`src/rtl/stopwatch_ctrl.sv`:
```
// Stopwatch control: button synchronisation, edge detection and the
// IDLE/RUN/PAUSE/DONE state machine that drives the counter datapath.
module stopwatch_ctrl #(
  parameter int unsigned TICK_DIV = 100
) (
  input  logic       clk,
  input  logic       rst_n,
  input  logic       btn_start,
  input  logic       btn_dir,
  input  logic       btn_inc,
  input  logic       btn_dec,
  input  logic       btn_clr,
  input  logic       at_zero,
  input  logic       at_max,
  output logic       inc,
  output logic       dec,
  output logic       clr,
  output logic       dir_down,
  output logic [1:0] state
);

  localparam int unsigned   TW        = (TICK_DIV > 32'd1) ? $clog2(TICK_DIV) : 1;
  localparam logic [TW-1:0] TICK_LAST = TW'(TICK_DIV - 32'd1);

  localparam int unsigned B_DEC   = 0;
  localparam int unsigned B_INC   = 1;
  localparam int unsigned B_DIR   = 2;
  localparam int unsigned B_START = 3;
  localparam int unsigned B_CLR   = 4;

  typedef enum logic [1:0] {
    ST_IDLE  = 2'b00,
    ST_RUN   = 2'b01,
    ST_PAUSE = 2'b10,
    ST_DONE  = 2'b11
  } state_t;

  logic [4:0]    btn_raw_s;
  logic [4:0]    sync1_r;
  logic [4:0]    sync2_r;
  logic [4:0]    prev_r;
  logic [4:0]    ev_s;
  logic [2:0]    arm_r;
  logic          ev_clr_s;
  logic          ev_start_s;
  logic          ev_dir_s;
  logic          ev_inc_s;
  logic          ev_dec_s;
  logic          step_s;

  state_t        state_r;
  state_t        state_nxt_s;
  logic          dir_r;
  logic          dir_nxt_s;
  logic [TW-1:0] tick_r;
  logic [TW-1:0] tick_nxt_s;
  logic          inc_r;
  logic          inc_nxt_s;
  logic          dec_r;
  logic          dec_nxt_s;
  logic          clr_r;
  logic          clr_nxt_s;

  assign btn_raw_s = {btn_clr, btn_start, btn_dir, btn_inc, btn_dec};

  // Two-flop synchronisers, edge-history flops and the post-reset arming shift.
  always_ff @(posedge clk) begin
    if (!rst_n) begin
      sync1_r <= 5'b00000;
      sync2_r <= 5'b00000;
      prev_r  <= 5'b00000;
      arm_r   <= 3'b000;
    end else begin
      sync1_r <= btn_raw_s;
      sync2_r <= sync1_r;
      prev_r  <= sync2_r;
      arm_r   <= {arm_r[1:0], 1'b1};
    end
  end

  // Edges are only trusted once the pipeline holds post-reset samples, so a
  // button held through reset release never looks like a fresh press.
  assign ev_s       = sync2_r & ~prev_r & {5{arm_r[2]}};
  assign ev_clr_s   = ev_s[B_CLR];
  assign ev_start_s = ev_s[B_START] & ~ev_clr_s;
  assign ev_dir_s   = ev_s[B_DIR] & ~ev_clr_s & ~ev_start_s;
  assign ev_inc_s   = ev_s[B_INC] & ~ev_clr_s & ~ev_start_s & ~ev_dir_s;
  assign ev_dec_s   = ev_s[B_DEC] & ~ev_clr_s & ~ev_start_s & ~ev_dir_s;
  assign step_s     = (tick_r == TICK_LAST);

  // Next-state, prescaler and command decode.
  always_comb begin
    state_nxt_s = state_r;
    dir_nxt_s   = dir_r;
    tick_nxt_s  = tick_r;
    inc_nxt_s   = 1'b0;
    dec_nxt_s   = 1'b0;
    clr_nxt_s   = 1'b0;
    case (state_r)
      ST_IDLE: begin
        tick_nxt_s = '0;
        if (ev_clr_s) begin
          clr_nxt_s = 1'b1;
        end else if (ev_start_s) begin
          state_nxt_s = ST_RUN;
        end else if (ev_dir_s) begin
          dir_nxt_s = ~dir_r;
        end else begin
          state_nxt_s = ST_IDLE;
        end
      end
      ST_RUN: begin
        if (ev_clr_s) begin
          clr_nxt_s   = 1'b1;
          state_nxt_s = ST_IDLE;
          tick_nxt_s  = '0;
        end else if (step_s) begin
          // A step at the limit ends the run even if start was pressed.
          tick_nxt_s = '0;
          if (!dir_r && !at_max) begin
            inc_nxt_s   = 1'b1;
            state_nxt_s = ev_start_s ? ST_PAUSE : ST_RUN;
          end else if (dir_r && !at_zero) begin
            dec_nxt_s   = 1'b1;
            state_nxt_s = ev_start_s ? ST_PAUSE : ST_RUN;
          end else begin
            state_nxt_s = ST_DONE;
          end
        end else begin
          tick_nxt_s  = tick_r + TW'(1);
          state_nxt_s = ev_start_s ? ST_PAUSE : ST_RUN;
        end
      end
      ST_PAUSE: begin
        if (ev_clr_s) begin
          clr_nxt_s   = 1'b1;
          state_nxt_s = ST_IDLE;
          tick_nxt_s  = '0;
        end else if (ev_start_s) begin
          state_nxt_s = ST_RUN;
        end else if (ev_dir_s) begin
          dir_nxt_s = ~dir_r;
        end else if (ev_inc_s && !ev_dec_s) begin
          inc_nxt_s = ~at_max;
        end else if (ev_dec_s && !ev_inc_s) begin
          dec_nxt_s = ~at_zero;
        end else begin
          state_nxt_s = ST_PAUSE;
        end
      end
      ST_DONE: begin
        tick_nxt_s = '0;
        if (ev_clr_s) begin
          clr_nxt_s   = 1'b1;
          state_nxt_s = ST_IDLE;
        end else begin
          state_nxt_s = ST_DONE;
        end
      end
      default: begin
        state_nxt_s = ST_IDLE;
        tick_nxt_s  = '0;
      end
    endcase
  end

  // State, direction, prescaler and registered command outputs.
  always_ff @(posedge clk) begin
    if (!rst_n) begin
      state_r <= ST_IDLE;
      dir_r   <= 1'b0;
      tick_r  <= '0;
      inc_r   <= 1'b0;
      dec_r   <= 1'b0;
      clr_r   <= 1'b0;
    end else begin
      state_r <= state_nxt_s;
      dir_r   <= dir_nxt_s;
      tick_r  <= tick_nxt_s;
      inc_r   <= inc_nxt_s;
      dec_r   <= dec_nxt_s;
      clr_r   <= clr_nxt_s;
    end
  end

  assign inc      = inc_r;
  assign dec      = dec_r;
  assign clr      = clr_r;
  assign dir_down = dir_r;
  assign state    = state_r;

endmodule

```
`config.mk`:
```
export PLATFORM = sky130hd
export DESIGN_NAME = stopwatch_ctrl
export DESIGN_NICKNAME = d
export VERILOG_FILES = /design/src/rtl/stopwatch_ctrl.sv
export SDC_FILE = /design/constraint.sdc
export NUM_CORES = 1
export LEC_CHECK = 0
export ABC_AREA = 1
export BUFFER_PORTS_ARGS = -buffer_cell sky130_fd_sc_hd__buf_2
export CAP_MARGIN = 5
export CELL_PAD_IN_SITES_DETAIL_PLACEMENT = 1
export CELL_PAD_IN_SITES_GLOBAL_PLACEMENT = 2
export CORE_MARGIN = 2
export CORE_UTILIZATION = 34
export DETAILED_ROUTE_END_ITERATION = 10
export GPL_TIMING_DRIVEN = 0
export HOLD_SLACK_MARGIN = 0.15
export MAX_ROUTING_LAYER = met4
export PLACE_DENSITY_LB_ADDON = 0.1
export SYNTH_ARGS = -nofsm -noshare
export SYNTH_HDL_FRONTEND = slang
export SYNTH_SLANG_ARGS = --single-unit
```
`constraint.sdc`:
```
create_clock -name clk -period 4.1 [get_ports clk]
set_input_delay 0.41 -clock clk [delete_from_list [all_inputs] [get_ports clk]]
set_output_delay 0.41 -clock clk [all_outputs]
set_load 0.02 [all_outputs]
```
======== After elaboration in Yosys (flattened, before gate mapping) ========
Index checks and enable logic that the tools add are counted.
operators by class
  add/subtract/negate cells ............... 1
  equal/unequal tests ..................... 10
  multiplexer cells ....................... 40
  bitwise gates (word level) .............. 18
  reductions and logical operators ........ 15
operators by type and width
  cell                   number
  $mux W2                14
  $mux W7                3
  $pmux W7 S3            1
  $mux W1                19
  $ne A4 B4 Y1 const B   3
  $and A5 B5 Y5          2
  $and A1 B1 Y1          9
  $pmux W2 S4            1
  $add A7 B1 Y7 const B  1
  $eq A7 B7 Y1 const B   1
  $not A1 Y1             6
  $logic_not A1 Y1       5
  $not A5 Y5             1
  $reduce_and A5 Y1      1
  $eq A2 B2 Y1 const B   2
  $logic_and A1 B1 Y1    4
  $ne A2 B2 Y1 const B   2
  $pmux W1 S2            2
  $reduce_and A4 Y1      1
  $reduce_or A2 Y1       2
  $reduce_or A4 Y1       1
  $ne A3 B3 Y1 const B   1
  $eq A2 B1 Y1 const B   1
  $logic_not A2 Y1       1
word-level totals
  bits in registers ....................... 31
  input bits .............................. 9
  output and inout bits ................... 6
  word-level logic and storage cells ...... 95

======== Longest topological paths before layout ========
  depth after elaboration ................. 17
  mapped depth ............................ 11
  gate-level depth less buffers ........... 11

======== Worst setup path before layout ========
Ideal clock, no wire load.
  path kind ............................... register to register
  start point ............................. register state_r[1], in the netlist state[1]
  end point ............................... register state_r[1], in the netlist state[1]
  library setup time ...................... 70 ps
  arrival ................................. 1472 ps
  required time ........................... 4030 ps
  slack ................................... 2559 ps
  cell stages (with the launch flop) ...... 10
  path buffers ............................ 0
  clock period less this slack ............ 1541 ps
  cells stage by stage .................... dfxtp_1 -> ha_1 -> inv_1 -> nor2_4 -> nand2_1 -> nand2_1 -> inv_1 -> a21oi_1 -> nand2_1 -> a21oi_1
on the way
  longest elaborated chain between the ends .. 3
  elaborated cells on any way between the ends .. 11
  those cells by class .................... eq/ne: 8; mux: 1; reduce/logical: 2
RTL lines
  element                                                  line  text
  start, declared                                          51    state_t state_r;
  start signal, assigned                                   177   state_r <= state_nxt_s;
  $eq A2 B2 Y1 / $logic_not A2 Y1 (equally long branches)  99    case (state_r)
  $ne A4 B4 Y1 (no line), or another cell as far along     -
  $reduce_and A5 Y1 (no line)                              -
Parallel ways exist; a longest one is shown, timed or not.
A chain may end at the register's enable or synchronous reset.

======== Worst setup path after layout ========
  start point ............................. register state_r[0], in the netlist state[0]
  end point ............................... register state_r[1], in the netlist state[1]
Same word-level chain as after synthesis.

==> out/metrics.yaml <==
min_period_ns: 1.73
fin_area_mm2: 0.00162
layout-drive-gt1-share_pct: 12.4
fin_tns_setup_ns: 0
syn-cell-area_mm2: 0.00137
r2r_end: "state[1]"
initial_utilization_pct: 34.8
via_per_inst: 4.49
port_buffers: 14
clk_pin_slew_ns: 0.07
finalWeightedCongestion: 0.729
slew_headroom_pct: 74.2
critical_path.endpoint: "state[1]"
cts_htree_levels: 2
antenna_cells: 0
final.setup_skew_ns: 0.00679
worst_slew_pin_slew_ns: 0.386
hp-class: "input port to register"
synth_top_area_cell: "dfxtp_1"
clock_sinks: 31
pin_count: 15
grt_use_total_pct: 16.4
globalRouteOverflowTotal: 0
grt_pass1_vias: 1293
max_freq_mhz: 579
post_cts_buffers: 0
grt_pass1_wl_um: 5400
ant_nets: 0
numCtsBuffers: 5
cp-start-kind: "register"
synth_fp_nets: 210
worst_setup_path_end_kind: "register"
areaGrowthSynthToFinish_pct: 18.2
nNetsFinal: 231
final_cell_mix: "60 x nand2_1, 39 x inv_1, 31 x dfxtp_1"
yosysUniqueCellTypes: 16
cp_max_fo: 7
finalCritPeriodShare_pct: 42.1
grt_max_degree: 11
maxSlewViolCount: 0
stdcell_count: 268
p_leak_uw: 0.000829
status: "finished clean"
hold_slack_ns: 0.311
drt-initial-drc-count: 31
cts-resized-gates: 0
routedWlPerCell_um: 11.3
rr_worst_depth: 10
num_rows: 23
yosysSeqAreaShare_pct: 45.2
grt_setup_unrepaired: "no"
finalSetupViolCount: 0
crit_type: "register to register"
drv_cap: 0
ys_seq_elements: 31
cts_root_buf: "clkbuf_8"
synth_area_leaders: "dfxtp_1 45%, nand2_1 16%, inv_1 11%"
ir_worst_vdd_mv: 0.214
place_area_mm2: 0.00151
layout_commonest_cell: "nand2_1"
tritoncts: "done"
clockBufferDepth: 2
worst-r2r-setup-slack_ns: 2.37
r2r_start: "state[0]"
synth_warnings: 0
fp.dieW_um: 67.6
dp_cells: 260
drt_wl_total_um: 3020
critPathRequiredTime_ns: 4.31
synth_top_area_share_pct: 45.2
drc: 0
critical_path_arrival_ns: 1.93
avgSynthCellArea_um2: 7.01
crit_start: "state[0]"
fp.coreArea_mm2: 0.00394
cts-hold-fix-buffers: 0
die_h_um: 67.6
syn_inst: 196
drt_first_pass_iters: 2
powerDensity_mw_per_mm2: 399
place_hpwl_um: 2450
finalHoldViolCount: 0
clkLatencyLatePin_ns: 0.28
grt_antenna_before_repair: 0
die_area_mm2: 0.00457
dr_total_vias: 1202
where the power goes:
group          switching [uW]  internal (uW)
registers                3.74            309
logic                    14.7           8.94
clock network             114            197
total                     133            515
per-stage QoR:
stage	worst slack [ns]	power [uW]	util [%]
after floorplan	2.56	334	-
final	2.37	647	41.2
after global placement	2.41	342	38.2
after CTS	2.34	657	41.2
after global routing	2.20	677	41.2
after detailed placement	2.37	344	38.2
state kept, by name, indices dropped and copies added (netlist names):
| signal | count |
|---|---|
| dec | 1 |
| arm_r | 3 |
| prev_r | 5 |
| sync2_r | 5 |
| clr | 1 |
| state | 2 |
| sync1_r | 5 |
| inc | 1 |
| dir_down | 1 |
| tick_r | 7 |
critical path, cell delays in order (launching register included):
cell and delay [ns]:
dfxtp_1 0.34, inv_1 0.12, ha_1 0.30, inv_1 0.13
nor2_4 0.22, nand2_1 0.12, nand2_1 0.07, inv_1 0.04
a21oi_1 0.12, nand2_1 0.07, a21oi_1 0.13
final cells by class:
| type | count | area (um2) |
|---|---|---|
| Inverter | 39 | 146 |
| Fill cell | 515 | 2320 |
| Timing Repair Buffer | 14 | 70.1 |
| Sequential cell | 31 | 621 |
| Buffer | 2 | 11.3 |
| Tap cell | 50 | 62.6 |
| Clock buffer | 6 | 82.6 |
| Multi-Input combinational cell | 124 | 596 |
| Clock inverter | 2 | 35.0 |
kinds of logic (layout without fill, tap and decap cells):
logic type | count (synthesis) | after routing | share of synthesized area [%]
DFF | 31 | 31 | 45.2
buffers and inverters | 41 | 63 | 11.5
and+or+nand+nor | 99 | 99 | 30.5
xor gates and xnor gates | 2 | 2 | 1.28
AOI/OAI and AO/OA | 18 | 18 | 7.01
adders and majority gates | 5 | 5 | 4.55
Yosys cell counts:
master    count
nor2_4        3
a21oi_1       9
clkbuf_1      1
ha_1          5
nand3b_1      2
nor2_1       21
nand3_1      12
nand2_1      60
buf_4         1
a211oi_1      1
o21ai_0       7
nand4_1       1
o21ai_2       1
dfxtp_1      31
xnor2_1       2
inv_1        39
worst min-delay path by stage:
stage | depth (start not counted) | start | endpoint | slack, ns
5_1_grt | 3 | btn_dir | sync1_r[2] | 0.31
2_1_floorplan | 2 | arm_r[0] | arm_r[1] | 0.39
3_5_place_dp | 2 | sync1_r[4] | sync2_r[4] | 0.41
6_report | 3 | btn_clr | sync1_r[4] | 0.31
3_3_place_gp | 2 | sync1_r[4] | sync2_r[4] | 0.39
4_1_cts | 3 | btn_clr | sync1_r[4] | 0.30
layer usage:
metal,vias up,wire length [um],global-route usage (%)
li1,631,-,-
met5,-,0,-
met3,5,91,4.50
met2,17,1520,28.4
met4,0,36,5.36
met1,549,1380,18.2
Note: power is estimated with default switching activity, not from simulation.
